### src/rtl/du_im_loader.sv
// Debug-unit instruction loader: waits for WRITE_IM, packs big-endian UART bytes
// into words and writes them to IM from address 0 until HALT or memory full.
module du_im_loader #(
    parameter int unsigned          NB_DATA      = 8,
    parameter int unsigned          NB_INST      = 32,
    parameter int unsigned          NB_ADDR      = 6,
    parameter logic [NB_DATA-1:0]   CMD_WRITE_IM = 8'd1,
    parameter logic [NB_INST-1:0]   HALT_WORD    = 32'hFFFFFFFF
) (
    input  logic                 i_clock,
    input  logic                 i_reset,
    input  logic [NB_DATA-1:0]   i_rx_data,
    input  logic                 i_rx_done_tick,
    output logic                 o_im_wr_en,
    output logic [NB_ADDR-1:0]   o_im_addr,
    output logic [NB_INST-1:0]   o_im_data,
    output logic                 o_busy,
    output logic                 o_load_done,
    output logic [NB_ADDR:0]     o_inst_count,
    output logic [2:0]           o_state
);

    localparam int unsigned NB_SHIFT = NB_INST - NB_DATA;
    localparam int unsigned NB_CNT   = NB_ADDR + 1;
    localparam logic [NB_ADDR-1:0] ADDR_MAX = '1;

    // One-hot encoding doubles as the registered o_state output.
    typedef enum logic [2:0] {
        IDLE = 3'b001,
        RECV = 3'b010,
        DONE = 3'b100
    } state_t;

    state_t              state;
    logic [1:0]          byte_idx;
    logic [NB_SHIFT-1:0] shreg;
    logic                last_word;
    logic [NB_INST-1:0]  word_next;

    // Word as it would look with the current byte appended (first byte ends up MSB).
    always_comb begin
        word_next = {shreg, i_rx_data};
    end

    assign o_state = state;

    always_ff @(posedge i_clock or posedge i_reset) begin
        if (i_reset) begin
            state        <= IDLE;
            byte_idx     <= 2'd0;
            shreg        <= '0;
            last_word    <= 1'b0;
            o_im_wr_en   <= 1'b0;
            o_im_addr    <= '0;
            o_im_data    <= '0;
            o_busy       <= 1'b0;
            o_load_done  <= 1'b0;
            o_inst_count <= '0;
        end else begin
            o_im_wr_en  <= 1'b0;
            o_load_done <= 1'b0;
            case (state)
                IDLE: begin
                    if (i_rx_done_tick && (i_rx_data == CMD_WRITE_IM)) begin
                        state        <= RECV;
                        o_im_addr    <= '0;
                        o_inst_count <= '0;
                        byte_idx     <= 2'd0;
                        shreg        <= '0;
                        last_word    <= 1'b0;
                        o_busy       <= 1'b1;
                    end
                end
                RECV: begin
                    if (o_im_wr_en && last_word) begin
                        // Final word has been written; address stays on it.
                        state       <= DONE;
                        o_load_done <= 1'b1;
                        o_busy      <= 1'b0;
                    end else begin
                        if (o_im_wr_en) begin
                            o_im_addr <= o_im_addr + NB_ADDR'(1);
                        end
                        if (i_rx_done_tick) begin
                            shreg <= word_next[NB_SHIFT-1:0];
                            if (byte_idx == 2'd3) begin
                                o_im_data    <= word_next;
                                o_im_wr_en   <= 1'b1;
                                o_inst_count <= o_inst_count + NB_CNT'(1);
                                byte_idx     <= 2'd0;
                                last_word    <= (word_next == HALT_WORD) || (o_im_addr == ADDR_MAX);
                            end else begin
                                byte_idx <= byte_idx + 2'd1;
                            end
                        end
                    end
                end
                DONE: begin
                    state     <= IDLE;
                    last_word <= 1'b0;
                    byte_idx  <= 2'd0;
                end
                default: begin
                    state <= IDLE;
                end
            endcase
        end
    end

endmodule
### config.mk
export PLATFORM = sky130hd
export DESIGN_NAME = du_im_loader
export DESIGN_NICKNAME = d
export VERILOG_FILES = /design/src/rtl/du_im_loader.sv
export SDC_FILE = /design/constraint.sdc
export NUM_CORES = 1
export LEC_CHECK = 0
export ABC_AREA = 0
export CORE_ASPECT_RATIO = 1.25
export CORE_MARGIN = 5
export CORE_UTILIZATION = 45
export CTS_BUF_LIST = sky130_fd_sc_hd__clkbuf_8
export CTS_CLUSTER_SIZE = 30
export DETAILED_ROUTE_END_ITERATION = 7
export GPL_TIMING_DRIVEN = 0
export PLACE_DENSITY = 0.7
export SLEW_MARGIN = 30
export SYNTH_ARGS = -nofsm -noshare
export SYNTH_HDL_FRONTEND = slang
export SYNTH_SLANG_ARGS = --single-unit
### constraint.sdc
create_clock -name i_clock -period 3.15 [get_ports i_clock]
set_input_delay 0.4725 -clock i_clock [delete_from_list [all_inputs] [get_ports i_clock]]
set_output_delay 0.4725 -clock i_clock [all_outputs]
set_load 0.01 [all_outputs]
* Yosys cells after proc, flatten, opt, wreduce, memory -nomap -nowiden *
Index checks and enable logic that the tools add are counted.

storage, ports and cells
  latch bits = 0
  ROM bits = 0
  RAM bits = 0
  memories kept = 0
  output and inout port bits = 51
  register bits after elaboration = 78

cells by class
  mux-type cells = 35
  div/mod/pow operators = 0
  bitwise operators = 1
  multipliers = 0
  shift operators = 0
  equality and inequality tests = 13
  reductions and logical operators = 13
  magnitude comparators = 0
  $add $sub $neg = 3

operators by type and width
  operator                                                                number
  24-bit 2-to-1 mux                                                       3
  24-bit case mux with 2 select lines                                     1
  32-bit equality test (second input constant)                            1
  7-bit 2-to-1 mux                                                        4
  6-bit 2-to-1 mux                                                        3
  4-bit AND reduction                                                     4
  7-bit case mux with 2 select lines                                      1
  1-bit 2-to-1 mux                                                        12
  2-bit inequality test (second input constant)                           6
  6-bit case mux with 2 select lines                                      1
  5-bit AND reduction                                                     2
  8-bit by 1-bit equality test with 1-bit output (second input constant)  1
  2-bit 2-to-1 mux                                                        4
  7-bit by 1-bit adder with 7-bit output (second input constant)          1
  6-bit by 1-bit adder with 6-bit output (second input constant)          1
  6-bit equality test (second input constant)                             1
  3-bit 2-to-1 mux                                                        2
  2-bit case mux with 3 select lines                                      1
  3-bit case mux with 2 select lines                                      1
  3-bit by 1-bit equality test with 1-bit output (second input constant)  1
  3-bit by 2-bit equality test with 1-bit output (second input constant)  1
  3-bit equality test (second input constant)                             1
  1-bit case mux with 3 select lines                                      1
  3-bit AND reduction                                                     1
  9 further kinds                                                         10

* Longest topological paths before layout *
  depth after elaboration = 6
  mapped depth = 8
  depth with buffers taken out = 5

* Least setup slack after synthesis *
No wires, ideal clock.

  path kind = reg-to-reg
  start point = register state[0], in the netlist o_state[0]
  end point = register shreg[0]
  setup time = 121 ps
  stages on the path, launching flop included = 7
  period minus slack after synthesis = 1702 ps
  slack = 1448 ps
  arrival time = 1581 ps
  cells stage by stage = dfstp_2 -> nor3b_2 -> and4_1 -> buf_6 -> o22ai_4 -> buf_6 -> a22o_1

between the ends
  longest elaborated chain between the ends = 3

ends and longest elaborated chain
  what                                                                                                              line  text
  start: declaration                                                                                                34    state_t state;
  start signal: assignment                                                                                          49    state <= IDLE;
  start signal: assignment                                                                                          65    state <= RECV;
  start signal: assignment                                                                                          77    state <= DONE;
  3-bit by 2-bit equality test with 1-bit output or 3-bit by 1-bit equality test with 1-bit output (tied branches)  62    case (state)
  2-bit inequality test (no line) or 2-bit nonzero test (tied branches)                                             --
  4-bit AND reduction (no line)                                                                                     --
  end signal: assignment                                                                                            85    shreg <= word_next[NB_SHIFT-1:0];
  end: declaration                                                                                                  36    logic [NB_SHIFT-1:0] shreg;

Several ways; a longest one is shown, not always the timed one.
A chain may end at the register's enable or synchronous reset.

* Worst setup path after layout *
  start point = input i_rx_data[0]
  end point = register shreg[16]

between the ends
  longest elaborated chain between the ends = 4

ends and longest elaborated chain
  what                                            line  text
  start: declaration                              12    input logic [NB_DATA-1:0] i_rx_data,
  8-bit by 1-bit equality test with 1-bit output  64    if (i_rx_done_tick && (i_rx_data == CMD_WRITE_IM)) begin
  1-bit logical AND                               64
  2-bit inequality test (no line)                 --
  4-bit AND reduction (no line)                   --

No other way between the ends.

==> summary.txt <==
Run status
  • Status: complete, no violations

STA
  • Final-report setup violation count: 0
  • Final Skew: 13.5 ps
  • Max frequency: 459 MHz
  • Fin. max-slew vios: 0
  • RSZ-0062 raised after global routing: false
  • Final Hold Vio Count: 0
  • Relative slew slack: 0.602
  • Fin crit share: 0.691
  • Fin crit period: 2180 ps
  • Slew @ Worst Pin: 596 ps
  • Fin Setup TNS: 0 ps
  • Setup ws final: approximately 970 ps

Yosys
  • Post-synth EDFFs: 0
  • Top cell type's share of synthesized area: 0.576
  • Synthesized area per cell: 10.4 um2
  • Ranking of synthesized cells by area: dfrtp_1, nand2_1, a22o_1
  • Dominant synthesized flop cell: dfrtp_1
  • Yosys warns: 0
  • Gate Count Post-Synth: roughly 320
  • Area leader, netlist: dfrtp_1
  • Cell variety after synth: 42
  • Synthesized area: between 3000 and 4000 um2
  • Yosys reg bits: 78
  • Seq/Total Area, Yosys: 0.584
  • Syn_nets: approximately 340
  • Synth async-reset ratio: 1.00

Drt
  • Routed vias/inst: 5.40
  • Post-DR wirelength/cell: 16.0 um
  • Detailed Route WL: 7.85 mm
  • Routed Antenna Nets: 0
  • Remaining DRCs: 0
  • DRT Pass-1 Iters: 4
  • Routed vias: 2658
  • Initial DRC Count: roughly 190

Clock tree
  • Post-CTS Resized: 0
  • Inserted Clock Buffers: 9
  • Postcts setup bufs: 0
  • Hold buffers post-CTS: 0
  • Clock Tree Buf Depth: 2
  • Worst-Skew Late Latency: 350 ps
  • Clock Sinks: 78
  • CTS tree: done
  • H-tree levels: 3
  • Clock-pin transition on the worst setup and hold timing paths: 90 ps
  • CTS root buffer: clkbuf_8

Critical path
  • R2R depth: 6
  • Worst flop-to-flop path endpoint: shreg[16]
  • Worst-path maximum fanout: 10
  • CP endpoint kind: flip-flop
  • Slowest-stage cell, CP: clkdlybuf4s50_1
  • R2R Setup Slk: 1300 ps
  • Required time worst endpoint: 3380 ps
  • CP startpoint: i_rx_data[0]
  • Worst Path Class, Setup: in2reg
  • Max stage delay on crit path: between 500 and 600 ps
  • Critical R2R Launch: o_state[0]
  • Critical Path AT: 2410 ps
  • Crit path buf inv count: 3
  • CP startpoint kind: input pin
  • CP Cell Sequence: clkdlybuf4s50_1, nor3b_1, and4_1, buf_6, o22ai_4, buf_6, a22o_1
  • Critical Path Stages: 7
  • Critical path's most frequent cell: buf_6
  • Cell family with most CP delay: buffers and inverters

Power and ir drop
  • VDD IR-drop max: 0.231 mV
  • P_leak: just over 2 nW
  • Pwr/cell area: 426 nW/um2

GRT
  • Total GRT Usage: 0.182
  • Largest net degree at the start of global routing: 50
  • First-pass GRT wire length: 13.3 mm
  • Aggregate global routing overflow: 0
  • Number of global-route vias before repair: around 2600
  • Initial antenna violation count: 0

Worst hold path
  • Worst hold path type: in2async

Place
  • Port Buffers: 61
  • Place WS: 604 ps
  • Routability congestion estimate: 0.781
  • Post-DP HPWL: 5.69 mm
  • Area after DPL: 4100 um2

Layout
  • ANT cells: 0
  • Area Overhead vs Synth: 28.0%
  • Layout cell share with drive strength beyond 1: 0.110
  • Final instance area: 4290 um2
  • # nets final: 409

Floorplan
  • Num rows: 35
  • Initial core utilization: 0.458
  • DIE AREA: 9270 um2
  • Die Y: 106 um
  • Die Wd: 87.1 um
  • IO Pins: 62
  • CORE AREA: 7310 um2

Job
  • Max capacitance violation total: 0
==> placed cells by master, fill, tap and decap left out, types with 2 or more instances in the layout <==
master             n
clkinvlp_4         3
clkbuf_1           4
nor3b_2            2
nor3b_1            2
mux2i_1            2
buf_6              4
a41oi_1            4
a21oi_1            9
dfrtp_1           77
nand2_1          106
nor4_1             2
inv_1              3
a31oi_1            3
nand3_1            6
inv_6              2
o2bb2ai_1          4
a22o_1            26
nor3_1             5
buf_2             10
and4_1             2
nor2_1             9
o22ai_1            2
clkbuf_8          10
clkdlybuf4s50_1   61
and3_1             6
nand4_1           11
ha_1               3
==> Yosys cell counts (all sizes together), types with 3 or more instances <==
cell type / count
nand2: 106
dfrtp: 77
a22o: 26
buf: 14
nand4: 12
a21oi: 10
nor2: 9
and3: 6
nand3: 6
inv: 5
nor3: 5
a41oi: 4
clkbuf: 4
nor3b: 4
o2bb2ai: 4
a31oi: 3
ha: 3
o22ai: 3
==> final cells by class <==
| cell class | instances | area (um2) |
|---|---|---|
| Buffer | 18 | 110 |
| Clock buffer | 10 | 138 |
| Clock inverter | 6 | 45.0 |
| Fill cell | 643 | 3030 |
| Inverter | 5 | 21.3 |
| Multi-Input combinational cell | 221 | 1260 |
| Sequential cell | 78 | 1950 |
| Tap cell | 92 | 115 |
| Timing Repair Buffer | 62 | 638 |
==> cell families after synthesis <==
| group | after synthesis | synth area share |
|---|---|---|
| buffers and inverters | 23 | 0.0385 |
| multiplexers | 2 | 0.00598 |
| adder cells (fa/ha/maj) | 3 | 0.0112 |
| AO/OA/AOI/OAI | 55 | 0.137 |
| flip-flops | 78 | 0.584 |
| AND/OR/NAND/NOR | 161 | 0.224 |
==> metal layers <==
metal / GRT usage / vias to the layer above / share of wire
met5: 0 / - / 0
met4: 0.0768 / 0 / 0.025
met3: 0.0295 / 17 / 0.039
met2: 0.276 / 66 / 0.47
met1: 0.258 / 1288 / 0.46
li1: - / 1287 / -
==> sequential cells by signal, summed over array words and instances (netlist names) <==
name,flops
byte_idx,2
last_word,1
o_busy,1
o_im_addr,6
o_im_data,32
o_im_wr_en,1
o_inst_count,7
o_load_done,1
o_state,3
shreg,24
==> metrics by stage <==
step,instances,power (W),utilization,hold WS (ps)
6_report,492,0.00183,0.586,461
5_1_grt,492,0.00189,0.586,500
4_1_cts,492,0.00184,0.586,482
3_5_place_dp,476,0.00116,0.561,461
3_3_place_gp,475,0.00115,0.557,461
2_1_floorplan,322,0.00109,-,461
==> report_power, final <==
group	switching (W)	internal (W)	leakage [nW]
clock	0.000378	0.000312	0.0853
combinational	0.0000553	0.0000519	0.905
sequential	0.0000174	0.00101	1.05
==> worst max-delay path by stage <==
stage,to,slack (ps)
after floorplan,byte_idx[0],680
after global placement,o_im_addr[3],-500
after detailed placement,shreg[23],600
after CTS,shreg[16],970
after global routing,shreg[3],930
final,shreg[16],970
Power figures use the tool's default switching activity.
